--- src/rtl/i2c_target_mem.sv ---
// I2C target with an auto-incrementing register memory, attachable to one of several busses.
// Optional SCL clock stretching after ACK bits is enabled by defining I2C_TARGET_CLK_STRETCH_EN.
module i2c_target_mem #(
  parameter int unsigned NUM_I2C_BUSSES = 1,
  parameter int unsigned I2C_ADDR_WIDTH = 7,
  parameter int unsigned I2C_DATA_WIDTH = 8,
  parameter int unsigned MEM_DEPTH      = 16,
  parameter logic [I2C_ADDR_WIDTH-1:0] TARGET_ADDR = 7'h22,
  parameter int unsigned STRETCH_CYCLES = 8,
  localparam int unsigned SEL_W = (NUM_I2C_BUSSES > 1) ? $clog2(NUM_I2C_BUSSES) : 1,
  localparam int unsigned PTR_W = $clog2(MEM_DEPTH)
) (
  input  logic                      clk_i,
  input  logic                      rst_i,
  input  logic [SEL_W-1:0]          bus_sel_i,
  input  logic [NUM_I2C_BUSSES-1:0] scl_i,
  input  logic [NUM_I2C_BUSSES-1:0] sda_i,
  output logic [NUM_I2C_BUSSES-1:0] scl_oe_o,
  output logic [NUM_I2C_BUSSES-1:0] sda_oe_o,
  output logic                      busy_o,
  output logic                      wr_stb_o,
  output logic [PTR_W-1:0]          wr_addr_o,
  output logic [I2C_DATA_WIDTH-1:0] wr_data_o,
  output logic                      xfer_done_o,
  input  logic [PTR_W-1:0]          dbg_addr_i,
  output logic [I2C_DATA_WIDTH-1:0] dbg_data_o
);

  localparam int unsigned DW    = I2C_DATA_WIDTH;
  localparam int unsigned AW    = I2C_ADDR_WIDTH;
  localparam int unsigned CNT_W = $clog2(DW + 1);
  localparam logic [CNT_W-1:0] BIT_FULL = CNT_W'(DW);

  if (MEM_DEPTH < 2 || MEM_DEPTH > 256 || (1 << PTR_W) != MEM_DEPTH ||
      AW >= DW || STRETCH_CYCLES == 0) begin : g_bad_param
    $error("i2c_target_mem: unsupported parameter set");
  end

  typedef enum logic [3:0] {
    IDLE, ADDR, ADDR_ACK, PTR, PTR_ACK, WR_DATA, WR_ACK, RD_DATA, RD_ACK, IGNORE
  } state_t;

  state_t            state_q, state_d;
  logic [SEL_W-1:0]  sel_q;
  logic              scl_sel, sda_sel;
  logic              scl_s1, scl_s2, scl_d;
  logic              sda_s1, sda_s2, sda_d;
  logic              scl_rise, scl_fall, start_det, stop_det;
  logic [CNT_W-1:0]  bit_cnt_q, bit_cnt_d;
  logic [DW-1:0]     shift_q, shift_d;
  logic [DW-1:0]     wr_byte, rd_byte;
  logic [PTR_W-1:0]  ptr_q, ptr_d;
  logic              sda_oe_q, sda_oe_d;
  logic              nack_q, nack_d;
  logic              busy_d, done_d, wr_en;
  logic              addr_match;
  logic [DW-1:0]     mem [MEM_DEPTH];

  always_comb begin
    scl_sel = 1'b1;
    sda_sel = 1'b1;
    for (int unsigned i = 0; i < NUM_I2C_BUSSES; i++) begin
      if (sel_q == SEL_W'(i)) begin
        scl_sel = scl_i[i];
        sda_sel = sda_i[i];
      end
    end
  end

  assign scl_rise   =  scl_s2 & ~scl_d;
  assign scl_fall   = ~scl_s2 &  scl_d;
  assign start_det  =  scl_s2 &  scl_d & sda_d & ~sda_s2;
  assign stop_det   =  scl_s2 &  scl_d & ~sda_d & sda_s2;
  assign wr_byte    = {shift_q[DW-2:0], sda_s2};
  assign rd_byte    = mem[ptr_q];
  assign addr_match = (shift_q[DW-1 -: AW] == TARGET_ADDR);
  assign dbg_data_o = mem[dbg_addr_i];

  always_comb begin
    sda_oe_o = '0;
    for (int unsigned i = 0; i < NUM_I2C_BUSSES; i++) begin
      sda_oe_o[i] = sda_oe_q && (sel_q == SEL_W'(i));
    end
  end

  always_ff @(posedge clk_i or negedge rst_i) begin
    if (!rst_i) state_q <= IDLE;
    else        state_q <= state_d;
  end

  always_comb begin
    state_d   = state_q;
    bit_cnt_d = bit_cnt_q;
    shift_d   = shift_q;
    ptr_d     = ptr_q;
    sda_oe_d  = sda_oe_q;
    nack_d    = nack_q;
    busy_d    = busy_o;
    done_d    = 1'b0;
    wr_en     = 1'b0;
    if (stop_det) begin
      state_d   = IDLE;
      bit_cnt_d = '0;
      sda_oe_d  = 1'b0;
      busy_d    = 1'b0;
      done_d    = busy_o;
    end else if (start_det) begin
      state_d   = ADDR;
      bit_cnt_d = '0;
      sda_oe_d  = 1'b0;
    end else begin
      unique case (state_q)
        IDLE, IGNORE: ;
        ADDR, PTR, WR_DATA: begin
          if (scl_rise && bit_cnt_q != BIT_FULL) begin
            shift_d   = wr_byte;
            bit_cnt_d = bit_cnt_q + 1'b1;
            if (state_q == WR_DATA && bit_cnt_q == BIT_FULL - 1'b1) begin
              wr_en = 1'b1;
              ptr_d = ptr_q + 1'b1;
            end
          end else if (scl_fall && bit_cnt_q == BIT_FULL) begin
            bit_cnt_d = '0;
            if (state_q == ADDR) begin
              if (addr_match) begin
                state_d  = ADDR_ACK;
                sda_oe_d = 1'b1;
                busy_d   = 1'b1;
              end else begin
                state_d  = IGNORE;
                busy_d   = 1'b0;
              end
            end else if (state_q == PTR) begin
              ptr_d    = shift_q[PTR_W-1:0];
              state_d  = PTR_ACK;
              sda_oe_d = 1'b1;
            end else begin
              state_d  = WR_ACK;
              sda_oe_d = 1'b1;
            end
          end
        end
        ADDR_ACK, PTR_ACK, WR_ACK: begin
          if (scl_fall) begin
            bit_cnt_d = '0;
            sda_oe_d  = 1'b0;
            if (state_q == ADDR_ACK && shift_q[0]) begin
              state_d  = RD_DATA;
              sda_oe_d = ~rd_byte[DW-1];
              shift_d  = {rd_byte[DW-2:0], 1'b0};
            end else if (state_q == ADDR_ACK) begin
              state_d = PTR;
            end else begin
              state_d = WR_DATA;
            end
          end
        end
        RD_DATA: begin
          if (scl_rise && bit_cnt_q != BIT_FULL) begin
            bit_cnt_d = bit_cnt_q + 1'b1;
          end else if (scl_fall && bit_cnt_q == BIT_FULL) begin
            state_d   = RD_ACK;
            bit_cnt_d = '0;
            sda_oe_d  = 1'b0;
          end else if (scl_fall && bit_cnt_q != '0) begin
            // shift_q holds the remaining transmit bits, MSB next
            sda_oe_d = ~shift_q[DW-1];
            shift_d  = {shift_q[DW-2:0], 1'b0};
          end
        end
        RD_ACK: begin
          if (scl_rise) begin
            nack_d = sda_s2;
            ptr_d  = ptr_q + 1'b1;
          end else if (scl_fall) begin
            if (nack_q) begin
              state_d = IGNORE;
            end else begin
              state_d  = RD_DATA;
              sda_oe_d = ~rd_byte[DW-1];
              shift_d  = {rd_byte[DW-2:0], 1'b0};
            end
          end
        end
        default: state_d = IDLE;
      endcase
    end
  end

  always_ff @(posedge clk_i or negedge rst_i) begin
    if (!rst_i) begin
      sel_q       <= '0;
      scl_s1      <= 1'b1;
      scl_s2      <= 1'b1;
      scl_d       <= 1'b1;
      sda_s1      <= 1'b1;
      sda_s2      <= 1'b1;
      sda_d       <= 1'b1;
      bit_cnt_q   <= '0;
      shift_q     <= '0;
      ptr_q       <= '0;
      sda_oe_q    <= 1'b0;
      nack_q      <= 1'b0;
      busy_o      <= 1'b0;
      xfer_done_o <= 1'b0;
      wr_stb_o    <= 1'b0;
      wr_addr_o   <= '0;
      wr_data_o   <= '0;
    end else begin
      if (state_q == IDLE) sel_q <= bus_sel_i;
      scl_s1      <= scl_sel;
      scl_s2      <= scl_s1;
      scl_d       <= scl_s2;
      sda_s1      <= sda_sel;
      sda_s2      <= sda_s1;
      sda_d       <= sda_s2;
      bit_cnt_q   <= bit_cnt_d;
      shift_q     <= shift_d;
      ptr_q       <= ptr_d;
      sda_oe_q    <= sda_oe_d;
      nack_q      <= nack_d;
      busy_o      <= busy_d;
      xfer_done_o <= done_d;
      wr_stb_o    <= wr_en;
      if (wr_en) begin
        wr_addr_o <= ptr_q;
        wr_data_o <= wr_byte;
      end
    end
  end

  always_ff @(posedge clk_i or negedge rst_i) begin
    if (!rst_i) begin
      for (int unsigned i = 0; i < MEM_DEPTH; i++) mem[i] <= '0;
    end else if (wr_en) begin
      mem[ptr_q] <= wr_byte;
    end
  end

`ifdef I2C_TARGET_CLK_STRETCH_EN
  localparam int unsigned SC_W = $clog2(STRETCH_CYCLES + 1);
  logic            stretch_go;
  logic [SC_W-1:0] stretch_cnt;

  // Stretch on the SCL fall that closes an ACK bit, except after a master NACK
  assign stretch_go = scl_fall && !start_det && !stop_det &&
                      ((state_q inside {ADDR_ACK, PTR_ACK, WR_ACK}) ||
                       (state_q == RD_ACK && !nack_q));

  always_ff @(posedge clk_i or negedge rst_i) begin
    if (!rst_i)                 stretch_cnt <= '0;
    else if (stretch_go)        stretch_cnt <= SC_W'(STRETCH_CYCLES);
    else if (stretch_cnt != '0) stretch_cnt <= stretch_cnt - 1'b1;
  end

  always_comb begin
    scl_oe_o = '0;
    for (int unsigned i = 0; i < NUM_I2C_BUSSES; i++) begin
      scl_oe_o[i] = (stretch_cnt != '0) && (sel_q == SEL_W'(i));
    end
  end
`else
  assign scl_oe_o = '0;
`endif

endmodule

--- config.mk ---
export PLATFORM = sky130hd
export DESIGN_NAME = i2c_target_mem
export DESIGN_NICKNAME = d
export VERILOG_FILES = /design/src/rtl/i2c_target_mem.sv
export SDC_FILE = /design/constraint.sdc
export NUM_CORES = 1
export LEC_CHECK = 0
export ABC_AREA = 1
export CAP_MARGIN = 10
export CORE_MARGIN = 3
export CORE_UTILIZATION = 64
export CTS_BUF_LIST = sky130_fd_sc_hd__clkbuf_8
export CTS_CLUSTER_SIZE = 30
export DETAILED_ROUTE_END_ITERATION = 7
export GPL_ROUTABILITY_DRIVEN = 0
export HOLD_SLACK_MARGIN = 0.06
export PLACE_DENSITY = 0.88
export RECOVER_POWER = 100
export SLEW_MARGIN = 30
export SYNTH_ARGS = -nofsm -noshare
export SYNTH_HDL_FRONTEND = slang
export SYNTH_SLANG_ARGS = --single-unit
--- constraint.sdc ---
create_clock -name clk_i -period 2.6 [get_ports clk_i]
set_input_delay 0.26 -clock clk_i [delete_from_list [all_inputs] [get_ports clk_i]]
set_output_delay 0.26 -clock clk_i [all_outputs]
set_load 0.01 [all_outputs]
# Word level (Yosys, flattened, before mapping)
# Index checks and enable logic that the tools add are counted.
# W data, S select, Z words.
# op_classes
addsub	2
n_mul	0
div	0
order_cmp	3
n_eq_ne	41
n_shift	0
n_mux	78
bitwise_logic	18
n_reduce_logical	27
# op_table
operator	count
$bwmux W128	1
$mux W8	14
$mux W4	23
$bmux W8 S4	2
$ne A4 B4 Y1 const B	9
$demux W8 S4	1
$pmux W8 S4	1
$mux W1	29
$ne A2 B2 Y1 const B	11
$eq A4 B3 Y1 const B	5
$pmux W4 S5	1
$pmux W4 S2	2
$reduce_and A8 Y1	2
$ne A3 B3 Y1 const B	5
$eq A4 B4 Y1 const B	3
$reduce_and A12 Y1	1
$reduce_bool A4 Y1	3
$ge A5 B5 Y1 const B	2
$ne A5 B5 Y1 const B	2
$not A4 Y5	2
$reduce_and A10 Y1	1
$not A1 Y1	9
$add A4 B1 Y4 const B	2
$eq A4 B2 Y1 const B	2
19 further kinds	36
# totals
ff_bits	172
latch_bits	0
ramBits	0
romBits	0
in_bits	9
out_inout_bits	25
elab_cells	203
n_memories	0

# Depth between registers and ports, before layout
# Gate-level depths: netlist (run 1).
# depth
depth_word	11
ltp_mapped	12
ltp_nobuf	12

# Worst setup path before layout (run 1)
# Ideal clock, no wire load.
# synth_timing
path_type	flip-flop to flip-flop
from	register ptr_q[0]
to	register mem[109] in the netlist's numbering
setup_time_ns	0.138
arrival_time_ns	1.674
required_ns	2.462
setup_slack_ns	0.789
stages_incl_launch_ff	10
path_buffers	3
period_less_slack_ns	1.811
path_cell_list	dfrtp_1 > clkbuf_1 > inv_1 > buf_2 > ha_1 > inv_1 > nor2_2 > nand2_1 > clkbuf_1 > o21ai_0
# synth_between
elab_chain_len	6
elab_cells_between_ends	7
classes_between	order compare: 2; mux: 3; bitwise: 1; reduce/logical: 1
# synth_lines
item	line_no	text
start, declared	52	logic [PTR_W-1:0] ptr_q, ptr_d;
start signal, assigned	219	ptr_q <= ptr_d;
$not A4 Y5 (implied by the code) *	236	mem[ptr_q] <= wr_byte;
$ge A5 B5 Y1 (implied by the code) or $lt A5 B1 Y1 (tied branches)	236	
$logic_and A1 B1 Y1 (implied by the code)	236	
$mux W8 (implied by the code)	236	
$demux W8 S4 *	236	
$bwmux W128 *	236	
end signal, assigned by index	236	
end, declared	57	logic [DW-1:0] mem [MEM_DEPTH];
# Mark *: on every way between the ends. The rest lies on a longest branch, timed or not.
# A chain may end at the register's enable or synchronous reset.

# Worst setup path after layout (run 1)
# layout_timing
from	register mem[125] in the netlist's numbering
to	output dbg_data_o[5]
# layout_between
elab_chain_len	3
# layout_lines
item	line_no	text
$bmux W8 S4	77	assign dbg_data_o = mem[dbg_addr_i];
$mux W8 (implied by the code) (2 in series)	77	
end, declared	26	output logic [I2C_DATA_WIDTH-1:0] dbg_data_o
# Every way passes these cells. The select of a mux whose other input is x is not followed.

==> summary.txt, run 1 <==
Drt
  – Post-route ant nets: 0
  – Via density: 5.95
  – Initial drt markers: 1087
  – Remaining DRCs: 0
  – Via count: 9190
  – Wire per inst: 17.2 um
  – Post-Route WL: 26600 um
  – Detailed Routing Iterations Pass 1: 6

Logic synthesis
  – Area contributors post-synth: dfrtp_1 (43%), nand2_1 (16%), o21ai_0 (7.3%)
  – Async SR Flop Fraction: 100%
  – Most common cell in the synthesized netlist: nand2_1
  – Mapped Area: approximately 9800 um2
  – Top-area cell type share of the netlist area: 42.6%
  – Top FF cell, synth: dfrtp_1
  – Synthesized area per cell: between 7 and 8 um2
  – YS warnings: 0
  – Largest area contributor in the netlist: dfrtp_1
  – Post-synth EDFFs: 0
  – #FFs+latches synth: 172
  – Synthesized Nets: 1362
  – Synth top cells by count: nand2_1 (423), dfrtp_1 (166), o21ai_0 (143)
  – Post-synthesis sequential area ratio: about 44%
  – Synth cell types: 37
  – Synthesized instance count: 1347

Power and ir drop
  – Pwr dens: 782 nW/um2
  – Static Leak: approximately 5 nW
  – Tot Pwr: 8.15 mW
  – Max VDD drop: 0.678 mV

Global route
  – Total track usage: 32.9%
  – Largest net degree at the start of global routing: 60
  – First-pass GRT wire length: 43200 um
  – Gr ovfl total: 0
  – Number of global-route vias before repair: 8629
  – Initial antenna violation count: 1

Timing
  – Tcrit/Tclk final: 97.4%
  – Max-slew violation count: 0
  – Max_slew headroom: 3.36%
  – RSZ-0062 raised after global routing: no
  – Final Critical Period: 2530 ps
  – Worst-Margin Slew: approximately 1400 ps
  – Setup TNS: 0 ps
  – Post-route clock skew: 13.6 ps
  – Final Hold Viols: 0
  – Fmax: 395 MHz
  – Hold Slack: 335 ps
  – Final setup fails: 0

Layout
  – Growth of design area from synthesis to finish: 6.73%
  – Non-Filler Cell Area, Final: 10400 um2
  – Nets@finish: between 1000 and 1500
  – Fillers: 1228
  – Layout cell share with drive strength beyond 1: 7.13%
  – Antenna cells: 0
  – Multi-input gate area: between 4000 and 5000 um2
  – Reg area: about 4300 um2

Critical path
  – Critical Path Start: mem[125]
  – CP required: 2340 ps
  – Startpoint Class: flip-flop
  – R2r worst-path depth: 9
  – R2r endpoint: mem[89]
  – Worst R2R Start: scl_s2
  – Critical Path AT: approximately 2300 ps
  – R2r setup slk: 190 ps
  – CP max FO: 3
  – CP endpoint kind: output pin
  – Critical path class: reg -> out

Floorplanning
  – Initial core utilization: 66.4%
  – Ports: 34
  – Die Ht: 129 um
  – Die area: between 15000 and 20000 um2
  – DIE WIDTH: 129 um
  – FP Rows: 44
  – Core ar.: roughly 15000 um2

Placed design
  – Post-DP HPWL: 17800 um
  – IO Port Bufs: 32
  – Area after detailed placement: 10200 um2

Min path
  – WHS Path Cells: 2
  – HP Class: in -> reg
  – Worst Hold End: sda_s1
  – Hold path startpoint: sda_i

Clocking
  – Cts bufs inserted: 17
  – CTS H-tree lvls: 4
  – CTS tree: yes
  – # clock sinks: 172
  – CTS root buf: clkbuf_8
  – Worst-skew pair later-pin latency: 490 ps
  – Clk slew on worst S/H paths: about 100 ps
  – Clock Path Buffers: 2

Outcome
  – Status: complete, no violations

Run
  – Max Cap Viol: 0
-- sequential cells by signal, indices dropped and copies added (netlist names), 4 cells and up --
register / count
shift_q: 8
state_q: 4
wr_addr_o: 4
bit_cnt_q: 4
wr_data_o: 8
ptr_q: 4
mem: 128
-- critical path, stage by stage (launching register included) --
cell and delay (ps):
dfrtp_1 420, o21ai_0 370, nand2_1 120, o22ai_1 260, o21ai_1 120, clkdlybuf4s50_1 500
-- layout by cell type, fill, tap and decap left out, types with 3 or more instances in the layout --
| cell | count |
|---|---|
| nand2_2 | 12 |
| clkdlybuf4s50_1 | 8 |
| o21ai_2 | 3 |
| o21ai_1 | 14 |
| inv_6 | 4 |
| a21oi_1 | 64 |
| o21ai_0 | 223 |
| dfstp_2 | 4 |
| nand3_1 | 29 |
| clkinv_2 | 3 |
| inv_1 | 112 |
| inv_2 | 3 |
| nor2_1 | 136 |
| buf_4 | 21 |
| buf_12 | 3 |
| clkbuf_8 | 19 |
| dlygate4sd3_1 | 22 |
| nand2_1 | 426 |
| ha_1 | 6 |
| o221ai_1 | 13 |
| or2_2 | 4 |
| clkbuf_2 | 3 |
| o211ai_1 | 19 |
| nand4_1 | 9 |
| nor2_2 | 3 |
| dfrtp_1 | 165 |
| nor3_1 | 4 |
-- cell families (layout without fill, tap and decap cells) --
family / Yosys count / after routing / synth area share (%)
AOI/OAI and AO/OA: 339 / 339 / 19.1
xor gates and xnor gates: 2 / 2 / 0.179
adders and majority gates: 6 / 6 / 0.769
buffers and inverters: 194 / 207 / 8.58
DFF: 172 / 172 / 44.2
muxes: 2 / 2 / 0.218
other: 1 / 1 / 0.0384
and+or+nand+nor: 631 / 631 / 26.9
-- worst max path at each step --
stage | to | slack (ps)
CTS | dbg_data_o[5] | 100
finish | dbg_data_o[5] | 70
global route | dbg_data_o[5] | 20
global placement | dbg_data_o[1] | 330
floorplan | mem[109] | 790
detailed placement | dbg_data_o[0] | 290
-- metal layers --
| layer | global-route usage (%) | wire [um] | share of wire (%) |
|---|---|---|---|
| met4 | 13.2 | 811 | 3.1 |
| met1 | 44.7 | 11100 | 42 |
| met3 | 7.83 | 2450 | 9.2 |
| met2 | 51.3 | 12200 | 46 |
| met5 | 0 | 7 | 0.026 |
-- what timing repair did --
action | in CTS | in global routing
gates resized for setup | 0 | 1
buffers inserted | 0 | 0
endpoints found under the hold margin | 50 | 0
hold buffers | 1 | 0
endpoints found under the setup margin | 0 | 1
-- layout make-up --
cell class	count	area share, %
Inverter	114	4.11
Sequential cell	172	41.4
Timing Repair Buffer	61	5.31
Tap cell	184	2.21
Clock inverter	13	1.32
Multi-Input combinational cell	981	43.1
Clock buffer	19	2.51
-- power by group --
group | internal (mW) | total [mW] | switching [mW]
Combinational | 0.864 | 3.17 | 2.30
Clock | 0.908 | 1.94 | 1.03
Sequential | 2.85 | 3.04 | 0.194
Total | 4.62 | 8.15 | 3.53
-- through the flow --
step | cells | utilization, % | setup slack, ps
after floorplan | 1347 | - | 789
after global placement | 1511 | 69.1 | 333
after detailed placement | 1511 | 69.1 | 287
after CTS | 1544 | 71.9 | 96.3
after global routing | 1544 | 70.9 | 23.6
final | 1544 | 70.9 | 67.4
No activity file was read; power rests on OpenSTA's default activity.
==> run 2: changes to the inputs <==
--- a/config.mk
+++ b/config.mk
@@ -16,7 +16,7 @@
 export HOLD_SLACK_MARGIN = 0.06
 export PLACE_DENSITY = 0.88
 export RECOVER_POWER = 100
-export SLEW_MARGIN = 30
+export SLEW_MARGIN = 20
 export SYNTH_ARGS = -nofsm -noshare
 export SYNTH_HDL_FRONTEND = slang
 export SYNTH_SLANG_ARGS = --single-unit
==> results of run 2 <==
No change in the layout: final DEF, timing and power equal those of run 1.
